[config.mk]
export PLATFORM = sky130hd
export DESIGN_NAME = instr_loader
export DESIGN_NICKNAME = d
export VERILOG_FILES = /design/src/rtl/instr_loader_pkg.sv /design/src/rtl/instr_loader_byte_packer.sv /design/src/rtl/instr_loader.sv
export SDC_FILE = /design/constraint.sdc
export NUM_CORES = 1
export LEC_CHECK = 0
export CORE_MARGIN = 5
export CORE_UTILIZATION = 50
export DETAILED_ROUTE_END_ITERATION = 12
export HOLD_SLACK_MARGIN = 0.05
export PLACE_DENSITY_LB_ADDON = 0.3
export SLEW_MARGIN = 20
export SYNTH_ARGS = -nofsm -noshare
export SYNTH_HDL_FRONTEND = slang
export SYNTH_SLANG_ARGS = --single-unit
[constraint.sdc]
create_clock -name clk -period 3.2 [get_ports clk]
set_input_delay 0.48 -clock clk [delete_from_list [all_inputs] [get_ports clk]]
set_output_delay 0.48 -clock clk [all_outputs]
set_load 0.01 [all_outputs]
[src/rtl/instr_loader_pkg.sv]
// rtl/instr_loader_pkg.sv - shared states, header size and lane helper for the instruction loader
package instr_loader_pkg;

    typedef enum logic [2:0] {
        HDR  = 3'd0,
        LOAD = 3'd1,
        HOLD = 3'd2,
        RUN  = 3'd3,
        ERR  = 3'd4,
        CSUM = 3'd5
    } state_t;

    localparam int HDR_BYTES = 4;

    function automatic int byte_lanes(input int data_w);
        return data_w / 8;
    endfunction

endpackage

[src/rtl/instr_loader_byte_packer.sv]
// rtl/instr_loader_byte_packer.sv - assembles little-endian bytes into RAM words
module instr_loader_byte_packer
    import instr_loader_pkg::*;
#(
    parameter int DATA_W = 32
) (
    input  logic              clk,
    input  logic              rst,
    input  logic              accept,
    input  logic [7:0]        in_data,
    output logic              lane_last,
    output logic              word_valid,
    output logic [DATA_W-1:0] word
);

    localparam int LANES  = byte_lanes(DATA_W);
    localparam int LANE_W = (LANES > 1) ? $clog2(LANES) : 1;
    localparam logic [LANE_W-1:0] LANE_END = LANE_W'(LANES - 1);

    logic [LANE_W-1:0] lane;
    logic [DATA_W-1:0] acc;
    logic [DATA_W-1:0] acc_next;

    assign lane_last = (lane == LANE_END);

    // Drop the incoming byte into its lane of the partial word
    always_comb begin
        acc_next = acc;
        for (int k = 0; k < LANES; k++) begin
            if (lane == LANE_W'(k)) begin
                acc_next[8*k +: 8] = in_data;
            end
        end
    end

    // Advance the lane counter; publish the finished word with a one-cycle pulse
    always_ff @(posedge clk) begin
        if (rst) begin
            lane       <= '0;
            acc        <= '0;
            word       <= '0;
            word_valid <= 1'b0;
        end else begin
            word_valid <= 1'b0;
            if (accept) begin
                acc <= acc_next;
                if (lane_last) begin
                    lane       <= '0;
                    word       <= acc_next;
                    word_valid <= 1'b1;
                end else begin
                    lane <= lane + LANE_W'(1);
                end
            end
        end
    end

endmodule

[src/rtl/instr_loader.sv]
// rtl/instr_loader.sv - boot byte-stream loader for instruction RAM; INSTR_LOADER_CSUM_EN adds a trailing XOR checksum byte
module instr_loader
    import instr_loader_pkg::*;
#(
    parameter int ADDR_W   = 10,
    parameter int DATA_W   = 32,
    parameter int HOLD_CYC = 4
) (
    input  logic              clk,
    input  logic              rst,
    input  logic              in_valid,
    input  logic [7:0]        in_data,
    output logic              in_ready,
    output logic              ram_we,
    output logic [ADDR_W-1:0] ram_addr,
    output logic [DATA_W-1:0] ram_wdata,
    output logic              core_rst,
    output logic              done,
    output logic              err
);

`ifdef INSTR_LOADER_CSUM_EN
    localparam bit CSUM_EN = 1'b1;
`else
    localparam bit CSUM_EN = 1'b0;
`endif

    localparam int HOLD_W = $clog2(HOLD_CYC + 1);
    localparam logic [HOLD_W-1:0] HOLD_END = HOLD_W'(HOLD_CYC);
    localparam logic [32:0]       DEPTH    = 33'd1 << ADDR_W;
    localparam logic [1:0]        HDR_END  = 2'(HDR_BYTES - 1);
    localparam logic [ADDR_W:0]   CNT_ONE  = (ADDR_W + 1)'(1);

    state_t            state;
    logic [1:0]        hdr_cnt;
    logic [23:0]       hdr_sr;
    logic [31:0]       hdr_word;
    logic [ADDR_W:0]   n_words;
    logic [ADDR_W:0]   word_cnt;
    logic [HOLD_W-1:0] hold_cnt;
    logic [7:0]        csum;
    logic              accept;
    logic              lane_last;
    logic              last_word;

    assign accept    = in_valid && in_ready;
    assign hdr_word  = {in_data, hdr_sr};
    assign last_word = (word_cnt + CNT_ONE) == n_words;

    instr_loader_byte_packer #(
        .DATA_W (DATA_W)
    ) u_byte_packer (
        .clk        (clk),
        .rst        (rst),
        .accept     (accept && (state == LOAD)),
        .in_data    (in_data),
        .lane_last  (lane_last),
        .word_valid (ram_we),
        .word       (ram_wdata)
    );

    // Load sequencer: header, payload, optional checksum, reset hold, then release
    always_ff @(posedge clk) begin
        if (rst) begin
            state    <= HDR;
            in_ready <= 1'b0;
            core_rst <= 1'b1;
            done     <= 1'b0;
            err      <= 1'b0;
            hdr_cnt  <= '0;
            hdr_sr   <= '0;
            n_words  <= '0;
            word_cnt <= '0;
            ram_addr <= '0;
            hold_cnt <= '0;
            csum     <= '0;
        end else begin
            case (state)
                HDR: begin
                    in_ready <= 1'b1;
                    if (accept) begin
                        hdr_sr  <= {in_data, hdr_sr[23:8]};
                        hdr_cnt <= hdr_cnt + 2'd1;
                        if (hdr_cnt == HDR_END) begin
                            if (hdr_word == 32'd0) begin
                                hold_cnt <= '0;
                                in_ready <= CSUM_EN;
                                state    <= CSUM_EN ? CSUM : HOLD;
                            end else if ({1'b0, hdr_word} > DEPTH) begin
                                in_ready <= 1'b0;
                                err      <= 1'b1;
                                state    <= ERR;
                            end else begin
                                n_words <= hdr_word[ADDR_W:0];
                                state   <= LOAD;
                            end
                        end
                    end
                end
                LOAD: begin
                    if (accept) begin
                        csum <= csum ^ in_data;
                        if (lane_last) begin
                            ram_addr <= word_cnt[ADDR_W-1:0];
                            word_cnt <= word_cnt + CNT_ONE;
                            if (last_word) begin
                                hold_cnt <= '0;
                                in_ready <= CSUM_EN;
                                state    <= CSUM_EN ? CSUM : HOLD;
                            end
                        end
                    end
                end
                CSUM: begin
                    if (accept) begin
                        in_ready <= 1'b0;
                        hold_cnt <= '0;
                        if (in_data == csum) begin
                            state <= HOLD;
                        end else begin
                            err   <= 1'b1;
                            state <= ERR;
                        end
                    end
                end
                HOLD: begin
                    in_ready <= 1'b0;
                    if (hold_cnt == HOLD_END) begin
                        core_rst <= 1'b0;
                        done     <= 1'b1;
                        state    <= RUN;
                    end else begin
                        hold_cnt <= hold_cnt + HOLD_W'(1);
                    end
                end
                RUN: begin
                    in_ready <= 1'b0;
                    core_rst <= 1'b0;
                    done     <= 1'b1;
                end
                ERR: begin
                    in_ready <= 1'b0;
                    core_rst <= 1'b1;
                    done     <= 1'b0;
                    err      <= 1'b1;
                end
                default: begin
                    in_ready <= 1'b0;
                    err      <= 1'b1;
                    state    <= ERR;
                end
            endcase
        end
    end

endmodule

==> impl_results.md, run 1 <==
* Outcome: finished clean
* Synth async-reset ratio at 0
* Clock Tree Buf Depth at 2
* Setup bufs post-CTS at 0
* DRT Pass-1 Iters at 5
* Final Hold Viols at 0
* Vias in the first global route at 4,938
* Max Fclk at 395 MHz
* Sequential power share at 0.431
* Hold Startpoint: u_byte_packer.word[25]
* Period minus WS final at around 2500 ps
* Number of I/O port buffers at 57
* #FFs+latches synth at approximately 140
* Placed cells at between 800 and 900
* Worst Skew at 7.57 ps
* Clock power frac at 0.495
* Startpoint types: flop
* Fin. max-slew vios at 0
* Layout cells sized above 1 at 0.0906
* Synth area leaders: dfxtp_1, nand2_1, mux2i_1, a21oi_1, nor2_1
* Routed Antenna Nets at 0
* Syn_area_per_cell at 8.25 um2
* CTS H-tree depth at 4
* Number of core rows at 40
* Syn Nets at 746
* Setup TNS at 0 ps
* Setup crit start: word_cnt[0]
* Die ar. at approximately 14,000 um2
* Top cell type's share of synthesized area at 0.450
* Gate Count Post-Synth at a little over 700
* Pwr Density at about 560 nW/um2
* Most frequent cells in the layout: nand2_1, dfxtp_1, a21oi_1
* Crit Path Class: reg2reg
* Core area at about 12,000 um2
* Switch Pwr at slightly below 1 mW
* Routed WL at between 10,000 and 15,000 um
* Total track usage at 0.213
* Largest net degree at the start of global routing at 52
* Worst Path Arrival at about 2800 ps
* Design Power at 4.07 mW
* PostCTS Resize Cnt at 0
* Int Pwr at 3.11 mW
* Warnings from Yosys at 0
* Layout Nets at between 700 and 800
* Post-synth EDFFs at 0
* Setup crit end kind: flop
* Gpl congestion at 0.917
* Post-DP HPWL at roughly 9600 um
* Overflow after GRT at 0
* Die width at 120 um
* Final Util at 0.610
* Post-synthesis sequential area ratio at 0.450
* Boundary Pins at 58
* Combinational Power Share at 0.074
* RSZ-0062 raised after global routing: no
* Setup-failing EPs final at 0
* Area Overhead vs Synth at 21.1%
* Worst Setup Slack, final at between 600 and 700 ps
* DR iter-0 viols at 318
* Initial antenna violation count at 0
* Reg-to-Reg Start: word_cnt[0]
* Remaining DRCs at 0
* Clock Latency Late Sink at around 420 ps
* Reg clk slew, reported paths at roughly 60 ps
* First-pass GRT wire length at 24,600 um
* Crit-path max FO at 10
* Largest area contributor in the synthesized netlist: dfxtp_1
* Ant diodes at 0
* WL/cell at roughly 16 um
* Hold buffers post-CTS at 0
* Synth Flop Type: dfxtp_1
* R2R setup slack at approximately 670 ps
* Non-filler cells in the finished layout at slightly above 900
* Die Y at around 120 um
* Via count at ~5,000
* Hold crit path type: reg2reg
* Worst-margin pin slew at around 780 ps
* CTS tree: yes
* Reg2Reg Capture Point: in_ready
* CTS sink cnt at ~140
* Mapped Area at around 6000 um2
* Worst endpoint required time at 3480 ps
* Root Driver: clkbuf_16
* P_leak at 2.50 nW
* Max_cap viols at 0
* Switching share of total power at 0.236
* Worst IR drop on VDD at roughly 0.00042 V
* Slew HR at 0.481
* Vias/cell at 5.60
* Initial Util at 0.504
* CTS Buf Count at 17
* Worst Hold End: u_byte_packer.word[25]
* Worst hold path depth at 2
* Setup WS pre-CTS at about 520 ps
* Unique masters post-synth at 55
* Most common cell after layout, fill and taps aside: nand2_1
* Worst-case reg-to-reg path depth at 7
* Period utilization at 0.790
-- worst max-delay path, cell delays in order, from the launching register on --
cell and delay (ps):
dfxtp_1 480, ha_1 270, nand3_1 270, or3_1 460
a22oi_1 270, nand4_1 220, a211oi_1 290, o32ai_1 130
-- worst max path at each step --
| stage | slack [ps] | endpoint |
|---|---|---|
| 2_1_floorplan | 1110 | in_ready |
| 4_1_cts | 720 | in_ready |
| 5_1_grt | 390 | in_ready |
| 3_3_place_gp | 630 | n_words[8] |
| 3_5_place_dp | 520 | n_words[1] |
| 6_report | 670 | in_ready |
-- cell usage after synthesis (all sizes together) (2+ instances only) --
master	count
a211oi	30
a21oi	75
a31oi	3
and2	4
and3	4
buf	15
clkbuf	46
dfxtp	135
ha	8
inv	10
mux2	2
mux2i	40
nand2	144
nand3	30
nand4	7
nor2	74
nor2b	5
nor3	10
nor3b	3
nor4	6
o211ai	2
o21ai	11
o31ai	2
or2	2
or3	6
or4	2
xnor2	20
xor2	15
-- sequential cells by signal, summed over array words and instances (netlist names) --
name,cells
in_ready,1
u_byte_packer.lane,2
u_byte_packer.word,32
csum,8
u_byte_packer.word_valid,1
u_byte_packer.acc,24
n_words,11
hdr_sr,24
core_rst,1
done,1
state,3
hdr_cnt,2
hold_cnt,3
ram_addr,10
word_cnt,11
err,1
-- power by group through the flow --
stage	Clock [mW]	Combinational, mW	Sequential (mW)
final	2.02	0.302	1.76
after global routing	2.12	0.337	1.76
after CTS	2.04	0.300	1.75
after detailed placement	0	0.298	1.79
after global placement	0	0.292	1.79
after floorplan	0	0.218	1.78
-- through the flow --
stage,area [um2],hold WS [ps]
floorplan,6000,436
CTS,7270,458
detailed placement,6650,446
global placement,6650,442
global route,7270,469
finish,7270,454
-- final cells by class --
cell class                      instances  area (um2)
Sequential cell                       135        2700
Inverter                               10        37.5
Tap cell                              147         184
Clock buffer                           20         467
Clock inverter                         12         149
Multi-Input combinational cell        521        3010
Timing Repair Buffer                   75         716
Fill cell                            1031        4650
-- kinds of logic after synthesis --
group           synth area share
fa+ha+maj                 0.0167
simple gates               0.225
compound gates             0.138
mux                       0.0705
buf+inv                   0.0482
xor+xnor                  0.0511
flops                      0.450
-- per-layer routing --
| layer | vias to the layer above | GRT usage | routed length [um] |
|---|---|---|---|
| li1 | 2543 | - | - |
| met1 | 2441 | 0.282 | 6730 |
| met2 | 141 | 0.330 | 6790 |
| met3 | 26 | 0.0594 | 786 |
| met4 | 0 | 0.0816 | 285 |
| met5 | - | 0 | 0 |
(Power assumes the default switching activity.)
==> run 2: changes to the inputs <==
clock period = 2.6 ns   (was 3.2 ns; I/O delays follow)
==> run 2 against run 1 <==
  * Final area up 0.90%
  * Critical path depth unchanged
  * Sequential share of layout area down 0.33 points
  * Worst hold slack worse by 35 ps
==> impl_results.md, run 2 (synthesis gave the netlist of run 1 again) <==
* Outcome: finished clean
* Non-filler cells in the finished layout at 923 (+0.33%)
* Period minus WS final at 2300 ps (-232 ps)
* Startpoint types: flop
* Largest net degree at the start of global routing at 89 (+71%)
* Setup-failing EPs final at 0 (unchanged)
* Hold buffers post-CTS at 0 (unchanged)
* Hold Startpoint: rst
* DRT Pass-1 Iters at 4 (-1)
* Die ar. at 14,300 um2 (unchanged)
* Most frequent cells in the layout: nand2_1, dfxtp_1, a21oi_1
* WL/cell at 15.1 um (-4.6%)
* Final Hold Viols at 0 (unchanged)
* Worst IR drop on VDD at 0.000570 V (+36%)
* Setup TNS at 0 ps (unchanged)
* DR iter-0 viols at 315 (-0.94%)
* Filler cells at 1,032 (+0.097%)
* PostCTS Resize Cnt at 0 (unchanged)
* Reg-to-Reg Start: word_cnt[0]
* Max Fclk at 435 MHz (+10%)
* Post-DP HPWL at 9370 um (-2.5%)
* First-pass GRT wire length at 23,700 um (-3.6%)
* Regs by FF count: u_byte_packer.word x32, hdr_sr x24, u_byte_packer.acc x24
* Vias/cell at 5.43 (-2.9%)
* Layout Nets at 782 (+0.39%)
* Initial antenna violation count at 0 (unchanged)
* RSZ-0062 raised after global routing: no
* Crit-path max FO at 6 (-4)
* Remaining DRCs at 0 (unchanged)
* Ant diodes at 0 (unchanged)
* Routed WL at 14,000 um (-4.3%)
* Max reg flops at 32 (unchanged)
* Setup crit end kind: flop
* Boundary Pins at 58 (unchanged)
* Fin. max-slew vios at 0 (unchanged)
* Period utilization at 0.884 (+0.0932)
* Met3 Usage GRT at 0.0391 (-0.0203)
* Routed Antenna Nets at 0 (unchanged)
* Fin area at 7330 um2 (+0.90%)
* Overflow after GRT at 0 (unchanged)
* Slew HR at 0.505 (+0.0248)
* CTS tree: yes
* Via count at 5,016 (-2.6%)
* Number of I/O port buffers at 57 (unchanged)
* Worst Setup Slack, final at 303 ps (-368 ps)
* Worst endpoint required time at 2890 ps (-590 ps)
* Core area at 11,900 um2 (unchanged)
* GRT met2 Usage at 0.314 (-0.0162)
* Die width at 120 um (unchanged)
* Worst Path Arrival at 2580 ps (-230 ps)
* Layout cells sized above 1 at 0.0902 (-0.000350)
* Number of core rows at 40 (unchanged)
* Reg2Reg Capture Point: in_ready
* Worst Hold End: done
* Setup WS pre-CTS at 185 ps (-331 ps)
* P_leak at 2.53 nW (+1.1%)
* Area Overhead vs Synth at 22.2%
* Most common cell after layout, fill and taps aside: nand2_1
* Worst hold path depth at 2 (unchanged)
* Worst-case reg-to-reg path depth at 7 (unchanged)
* Reg with most FFs: u_byte_packer.word
* Gpl congestion at 0.840 (-8.3%)
* Die Y at 120 um (unchanged)
* Worst Skew at 6.93 ps (-0.642 ps)
* Reg clk slew, reported paths at 60 ps (about the same)
* Worst-margin pin slew at 742 ps (-35.3 ps)
* Design Power at 5.03 mW (+24%)
* Register area at 2700 um2 (unchanged)
* Initial Util at 0.504 (unchanged)
* Multi-input logic area at 3010 um2 (unchanged)
* Vias in the first global route at 4,838 (-2.0%)
* Root Driver: clkbuf_16
* CTS H-tree depth at 4 (unchanged)
* Clock Tree Buf Depth at 2 (unchanged)
* Max_cap viols at 0 (unchanged)
* Setup bufs post-CTS at 0 (unchanged)
* Gr busiest metal: met2
* DP Area at 6710 um2 (+0.90%)
* Total track usage at 0.204 (-0.00840)
* M1 GR Usage at 0.279 (-0.00285)
* CTS sink cnt at 135 (unchanged)
* Placed cells at 891 (+0.34%)
* Pwr Density at 687 nW/um2 (+22%)
* R2R setup slack at 300 ps (-370 ps)
* Crit Path Class: reg2reg
* Hold crit path type: in2reg
* Clock Latency Late Sink at 420 ps (about the same)
* CTS Buf Count at 17 (unchanged)
-- run 2: cell count changes in the layout (fill, tap and decap cells not counted), sizes merged --
| cell | delta |
|---|---|
| clkbuf | +5 |
| clkinvlp | -2 |
| inv | -1 |
| buf | +3 |
| clkinv | -2 |
-- run 2: final cells by class --
class | count | area share
Inverter | 10 | 0.00512
Tap cell | 147 | 0.0251
Clock buffer | 25 | 0.0690
Clock inverter | 7 | 0.0157
Multi-Input combinational cell | 521 | 0.411
Timing Repair Buffer | 78 | 0.106
Sequential cell | 135 | 0.369
-- run 2: worst max-delay path, stage by stage (launching register included) --
cell,delay (ps)
dfxtp_1,450
ha_1,260
nand3_1,160
or3_1,410
a22oi_1,250
nand4_1,240
a211oi_1,280
o32ai_1,120
-- run 2: per-stage QoR --
step | utilization | hold WS, ps
3_3_place_gp | 0.563 | 442
2_1_floorplan | - | 436
5_1_grt | 0.615 | 460
6_report | 0.615 | 419
3_5_place_dp | 0.563 | 447
4_1_cts | 0.615 | 401
-- run 2: worst max-delay path by stage --
stage | start | end | slack [ps] | cells after the start
2_1_floorplan | word_cnt[0] | in_ready | 510 | 7
3_3_place_gp | in_data[0] | n_words[10] | 230 | 8
3_5_place_dp | in_data[1] | n_words[1] | 180 | 8
4_1_cts | word_cnt[0] | in_ready | 330 | 7
5_1_grt | word_cnt[0] | in_ready | 110 | 7
6_report | word_cnt[0] | in_ready | 300 | 7
-- run 2: routing by layer --
layer	part of all wire	vias to the layer above
met3	0.048	19
met1	0.48	2337
met4	0.020	0
met2	0.45	121
met5	0	-
li1	-	2539
-- run 2: power breakdown --
group,total [mW],internal (mW),switching [mW]
combinational,0.383,0.150,0.233
sequential,2.16,2.12,0.0438
clock,2.49,1.63,0.858
total,5.03,3.90,1.13
==> patch 1 (settings of run 2) <==
Set the localparam `CSUM_EN` to 1'b1 (it was 1'b0).
--- a/src/rtl/instr_loader.sv
+++ b/src/rtl/instr_loader.sv
@@ -22,7 +22,7 @@
 `ifdef INSTR_LOADER_CSUM_EN
     localparam bit CSUM_EN = 1'b1;
 `else
-    localparam bit CSUM_EN = 1'b0;
+    localparam bit CSUM_EN = 1'b1;
 `endif
 
     localparam int HOLD_W = $clog2(HOLD_CYC + 1);
Function: no difference found for any inputs over 4 cycles, from zero or initial values and one cycle with rst high; that may be too few to reach the edited logic, so the function may still have changed.
==> patch 1 against run 2 <==
- area after synthesis decreased by 1.8%
- sequential cell count unchanged
- die area decreased by 1.7%
- setup slack got worse by 0.17 ns
- cell area decreased by 0.58%
- fmax decreased by 6.7%
- wire length decreased by 1.6%
- highest routed layer unchanged
Power is not compared: it rests on default switching activity, and its combinational part moved more than twofold at a synthesized area within 25%.
==> patch 1: results (changes against run 2) <==
- Largest net degree at the start of global routing: 70 (-21%)
- ClkCell Share: 8.62% (+0.15 points)
- Final #Nets: 775 (-0.90%)
- Clock Latency Late Sink: 0.42 ns (about the same)
- Area of the multi-input gates: 2930 sq um (-2.6%)
- Post-Place Cell Area: 6660 sq um (-0.75%)
- Maximum VDD drop: 0.561 mV
- Layout Cells excl Fill: 911 (-1.3%)
- Warnings, synthesis: 0 (unchanged)
- Hold slack: 0.369 ns (-0.0502 ns)
- Top post-synthesis cells by count: nand2_1, dfxtp_1, a21oi_1, nor2_1, clkbuf_1
- Vias per cell: 5.55 (+2.1%)
- Number of distinct library cells after synthesis: 52 (-5.5%)
- Crit-path max FO: 5 (-1)
- # clk buffers: 19 (-24%)
- Seq. cell area: 2700 sq um (unchanged)
- Setup ws final: 0.137 ns (-0.166 ns)
- CTS buffer count: 17 (unchanged)
- Die ar.: 14100 sq um (-1.7%)
- Pre-CTS WS: 0.152 ns (-0.0329 ns)
- DP HPWL: 9280 um (-0.98%)
- Share of cells above drive strength 1: 9.64% (+0.61 points)
- Fillers: 939 (-9.0%)
- FFs w/ async S/R, synth: 0% (unchanged)
- Clock skew: 0.00463 ns (-0.00230 ns)
- DRT Wirelength: 13700 um (-1.6%)
- Biggest register: u_byte_packer.word
- Tightest Pin Transition: 0.496 ns (-0.246 ns)
- Non-clock inverter count: 8 (-2)
- Initial antenna violation count: 0 (unchanged)
- #MultiIn Comb: 509 (-2.3%)
- Pre-antenna DRT Iters: 5 (+1)
- Status: complete, no violations
- Synthesized Nets: 730 (-2.1%)
- H-tree Lvls: 4 (unchanged)
- Total track usage: 19.9% (-0.48 points)
- HP Class: input port to flop
- Top post-synthesis cells by area: dfxtp_1, nand2_1, a21oi_1
- PostCTS Resize Cnt: 0 (unchanged)
- Vias in the first global route: 5085 (+5.1%)
- 1st-iter DRT viols: 436 (+38%)
- Clock slew at reported path FFs: 0.06 ns (about the same)
- Non-Clock Buffer Area Fraction: 11.2% (+0.61 points)
- Non-CTS buffers: 85 (+9.0%)
- Placer Congestion: 0.874 (+4.0%)
- Clock Root Buffer: clkbuf_16
- First-pass GRT wire length: 23300 um (-1.8%)
- Sequential area share after synthesis: 45.9% (+0.84 points)
- Number of cells after detailed placement: 880 (-1.2%)
- Psw: 1000 uW
- Synth Area per Inst: 8.29 sq um (+0.37%)
- Critical path arrival: 2.78 ns (+0.20 ns)
## patch 1: kinds of logic (layout without fill, tap and decap cells)
family	after synthesis	in the layout	share of synthesized area, %
adder cells (fa/ha/maj)	8	8	1.70
multiplexers	38	38	6.48
XOR/XNOR	40	40	5.95
AO/OA/AOI/OAI	141	141	14.4
flip-flops	135	135	45.9
AND/OR/NAND/NOR	282	282	21.2
buffers and inverters	67	124	4.46
## patch 1: final timing paths
check	from	end	cells after the start
worst max-delay path	word_cnt[0]$_SDFFE_PP0P_	state[2]$_SDFFE_PP0P_	7
worst min-delay path	rst	csum[7]$_SDFFE_PP0P_	2
worst min register to register	ram_addr[9]$_SDFFE_PP0P_	ram_addr[9]$_SDFFE_PP0P_	2
worst max register to register	word_cnt[0]$_SDFFE_PP0P_	state[2]$_SDFFE_PP0P_	7
## patch 1: routing by layer
layer / up-vias / share of wire, % / GRT usage [%]
li1: 2525 / - / -
met1: 2390 / 44 / 23.1
met2: 116 / 49 / 33.8
met3: 25 / 5.0 / 6.21
met4: 0 / 2.0 / 8.79
met5: - / 0 / 0
## patch 1: power groups by stage
stage          logic, uW  registers, uW  clock network (uW)
2_1_floorplan       95.0           2140                   0
3_3_place_gp         154           2140                   0
3_5_place_dp         157           2140                   0
4_1_cts              158           2090                2580
5_1_grt              173           2090                2650
6_report             159           2090                2540
## patch 1: worst max-delay path, stage by stage, from the launching register on
cell	delay, ns
dfxtp_1	0.34
ha_1	0.24
nand3_1	0.12
or2_2	0.34
xnor2_1	0.13
or4_4	0.52
o31a_1	0.33
o311a_1	0.34
==> patch 2 (config.mk and constraints of run 2) <==
Made on the original files. Register the output `err` once more, cleared by the reset; this adds one clock of latency there. The other outputs are not delayed to match.
--- a/src/rtl/instr_loader.sv
+++ b/src/rtl/instr_loader.sv
@@ -30,6 +30,8 @@
     localparam logic [32:0]       DEPTH    = 33'd1 << ADDR_W;
     localparam logic [1:0]        HDR_END  = 2'(HDR_BYTES - 1);
     localparam logic [ADDR_W:0]   CNT_ONE  = (ADDR_W + 1)'(1);
+
+    logic err_s0;
 
     state_t            state;
     logic [1:0]        hdr_cnt;
@@ -66,7 +68,7 @@
             in_ready <= 1'b0;
             core_rst <= 1'b1;
             done     <= 1'b0;
-            err      <= 1'b0;
+            err_s0   <= 1'b0;
             hdr_cnt  <= '0;
             hdr_sr   <= '0;
             n_words  <= '0;
@@ -88,7 +90,7 @@
                                 state    <= CSUM_EN ? CSUM : HOLD;
                             end else if ({1'b0, hdr_word} > DEPTH) begin
                                 in_ready <= 1'b0;
-                                err      <= 1'b1;
+                                err_s0   <= 1'b1;
                                 state    <= ERR;
                             end else begin
                                 n_words <= hdr_word[ADDR_W:0];
@@ -118,7 +120,7 @@
                         if (in_data == csum) begin
                             state <= HOLD;
                         end else begin
-                            err   <= 1'b1;
+                            err_s0 <= 1'b1;
                             state <= ERR;
                         end
                     end
@@ -142,16 +144,24 @@
                     in_ready <= 1'b0;
                     core_rst <= 1'b1;
                     done     <= 1'b0;
-                    err      <= 1'b1;
+                    err_s0   <= 1'b1;
                 end
                 default: begin
                     in_ready <= 1'b0;
-                    err      <= 1'b1;
+                    err_s0   <= 1'b1;
                     state    <= ERR;
                 end
             endcase
         end
     end
 
+    always_ff @(posedge clk) begin
+        if (rst) begin
+            err <= '0;
+        end else begin
+            err <= err_s0;
+        end
+    end
+
 endmodule
 
Check against the original RTL: same outputs for any inputs over 4 cycles, from zero or initial values and one cycle with rst high; that may be too few to reach the edited logic, so the function may still have changed.
==> patch 2 against run 2 <==
- setup slack lost 0.042 ns
- critical path type unchanged
- cell area grew 0.29%
- area after synthesis is 1.8% lower
- global-route usage is 0.22 points higher
- wire length shrank 1.0%
- sequential cell count is 1 higher
Power is not compared: it rests on default switching activity, and its combinational part moved more than twofold at a synthesized area within 25%.
==> patch 2: results (changes against run 2) <==
- Share of cells above drive strength 1: 9.78% (+0.76 points)
- Status: complete, no violations
- Max_slew headroom: 61.6% (+11 points)
- Vias in the first global route: 4876 (+0.79%)
- Synthesized Nets: 732 (-1.9%)
- DR vias: 5002 (-0.28%)
- Top post-synthesis cells by count: nand2_1, dfxtp_1, nor2_1, a21oi_1, clkbuf_1
- Clock skew: 0.00462 ns (-0.00230 ns)
- DP HPWL: 9480 um (+1.2%)
- Reg2Reg Setup Slack: 0.26 ns (-0.04 ns)
- Largest register FFs: 32 (unchanged)
- Number of distinct library cells after synthesis: 49 (-11%)
- Max stage delay cell, worst path: a2111oi_2
- Sequential area share after synthesis: 46.2% (+1.1 points)
- Vias per cell: 5.44 (about the same)
- First-pass GRT wire length: 23900 um (+0.84%)
- Largest net degree at the start of global routing: 71 (-20%)
- Total track usage: 20.6% (+0.22 points)
- Final #Nets: 783 (+0.13%)
- Critical path arrival: 2.65 ns (+0.07 ns)
- Top post-synthesis cells by area: dfxtp_1, nand2_1, mux2i_1
- Hold worst-path end: word_cnt[2]$_SDFFE_PP0P_
- Number of cells after detailed placement: 888 (-0.34%)
- R2r endpoint: hold_cnt[2]$_SDFFE_PP0P_
- DRT Wirelength: 13800 um (-1.0%)
- Synth Area per Inst: 8.27 sq um (+0.18%)
patch 2: cell types whose count changed after synthesis, moves of 3 or more:
cell      change
a211oi_1      -3
a211oi_2      -3
a21oi_1       -6
buf_2         -7
clkbuf_1      +5
nand3_1       +6
nor2b_1       -3
o21ai_0       -3
or3_1         -3
xnor2_1       +5
patch 2: what timing repair did:
| item | in CTS | in global routing |
|---|---|---|
| buffers inserted | 0 | 0 |
| endpoints found under the setup margin | 0 | 1 |
| gates resized for setup | 0 | 1 |
| endpoints found under the hold margin | 0 | 0 |
patch 2: power breakdown:
group | total [uW] | switching (uW) | internal [uW]
Clock | 2730 | 932 | 1800
Combinational | 150 | 99.1 | 50.7
Sequential | 2100 | 9.28 | 2100
Total | 4990 | 1040 | 3950
patch 2: per-stage QoR:
stage	hold WS [ns]	utilization [%]	setup WS [ns]	setup TNS, ns	power, uW
5_1_grt	0.363	64.1	0.0573	0	5150
2_1_floorplan	0.432	-	0.393	0	2240
3_5_place_dp	0.447	58.2	-0.0325	-0.0995	2300
4_1_cts	0.343	64.1	0.200	0	5030
6_report	0.363	64.1	0.261	0	4990
3_3_place_gp	0.441	58.2	0.00760	0	2300
patch 2: kinds of logic (layout without fill, tap and decap cells):
kind of cell | Yosys count | after routing | synth area share [%]
fa+ha+maj | 8 | 8 | 1.70
simple gates | 298 | 298 | 21.9
flops | 136 | 136 | 46.2
xor+xnor | 42 | 42 | 6.24
mux | 39 | 39 | 6.62
compound gates | 122 | 122 | 12.8
buf+inv | 68 | 132 | 4.63
patch 2: layout make-up:
type                    instances  area, sq um
fillers                       959         4120
flip-flops and latches        136         2720
clock inverters                15          249
multi-input cells             509         2910
repair buffers                 90          828
well taps                     143          179
clock buffers                  17          425
inverters                      10         37.5
patch 2: worst max-delay path by stage:
stage,endpoint,depth (start not counted)
floorplan,hold_cnt[2]$_SDFFE_PP0P_,7
global placement,n_words[10]$_SDFFE_PP0P_,8
detailed placement,n_words[8]$_SDFFE_PP0P_,8
CTS,hold_cnt[2]$_SDFFE_PP0P_,7
global route,hold_cnt[2]$_SDFFE_PP0P_,7
finish,hold_cnt[2]$_SDFFE_PP0P_,7
patch 2: per-layer routing:
metal  wire length (um)  global-route usage, %  share of wire, %
met1               6590                   27.6                48
met3                713                   6.21               5.2
met4                291                   7.51               2.1
met5                  0                      0                 0
met2               6230                   31.6                45
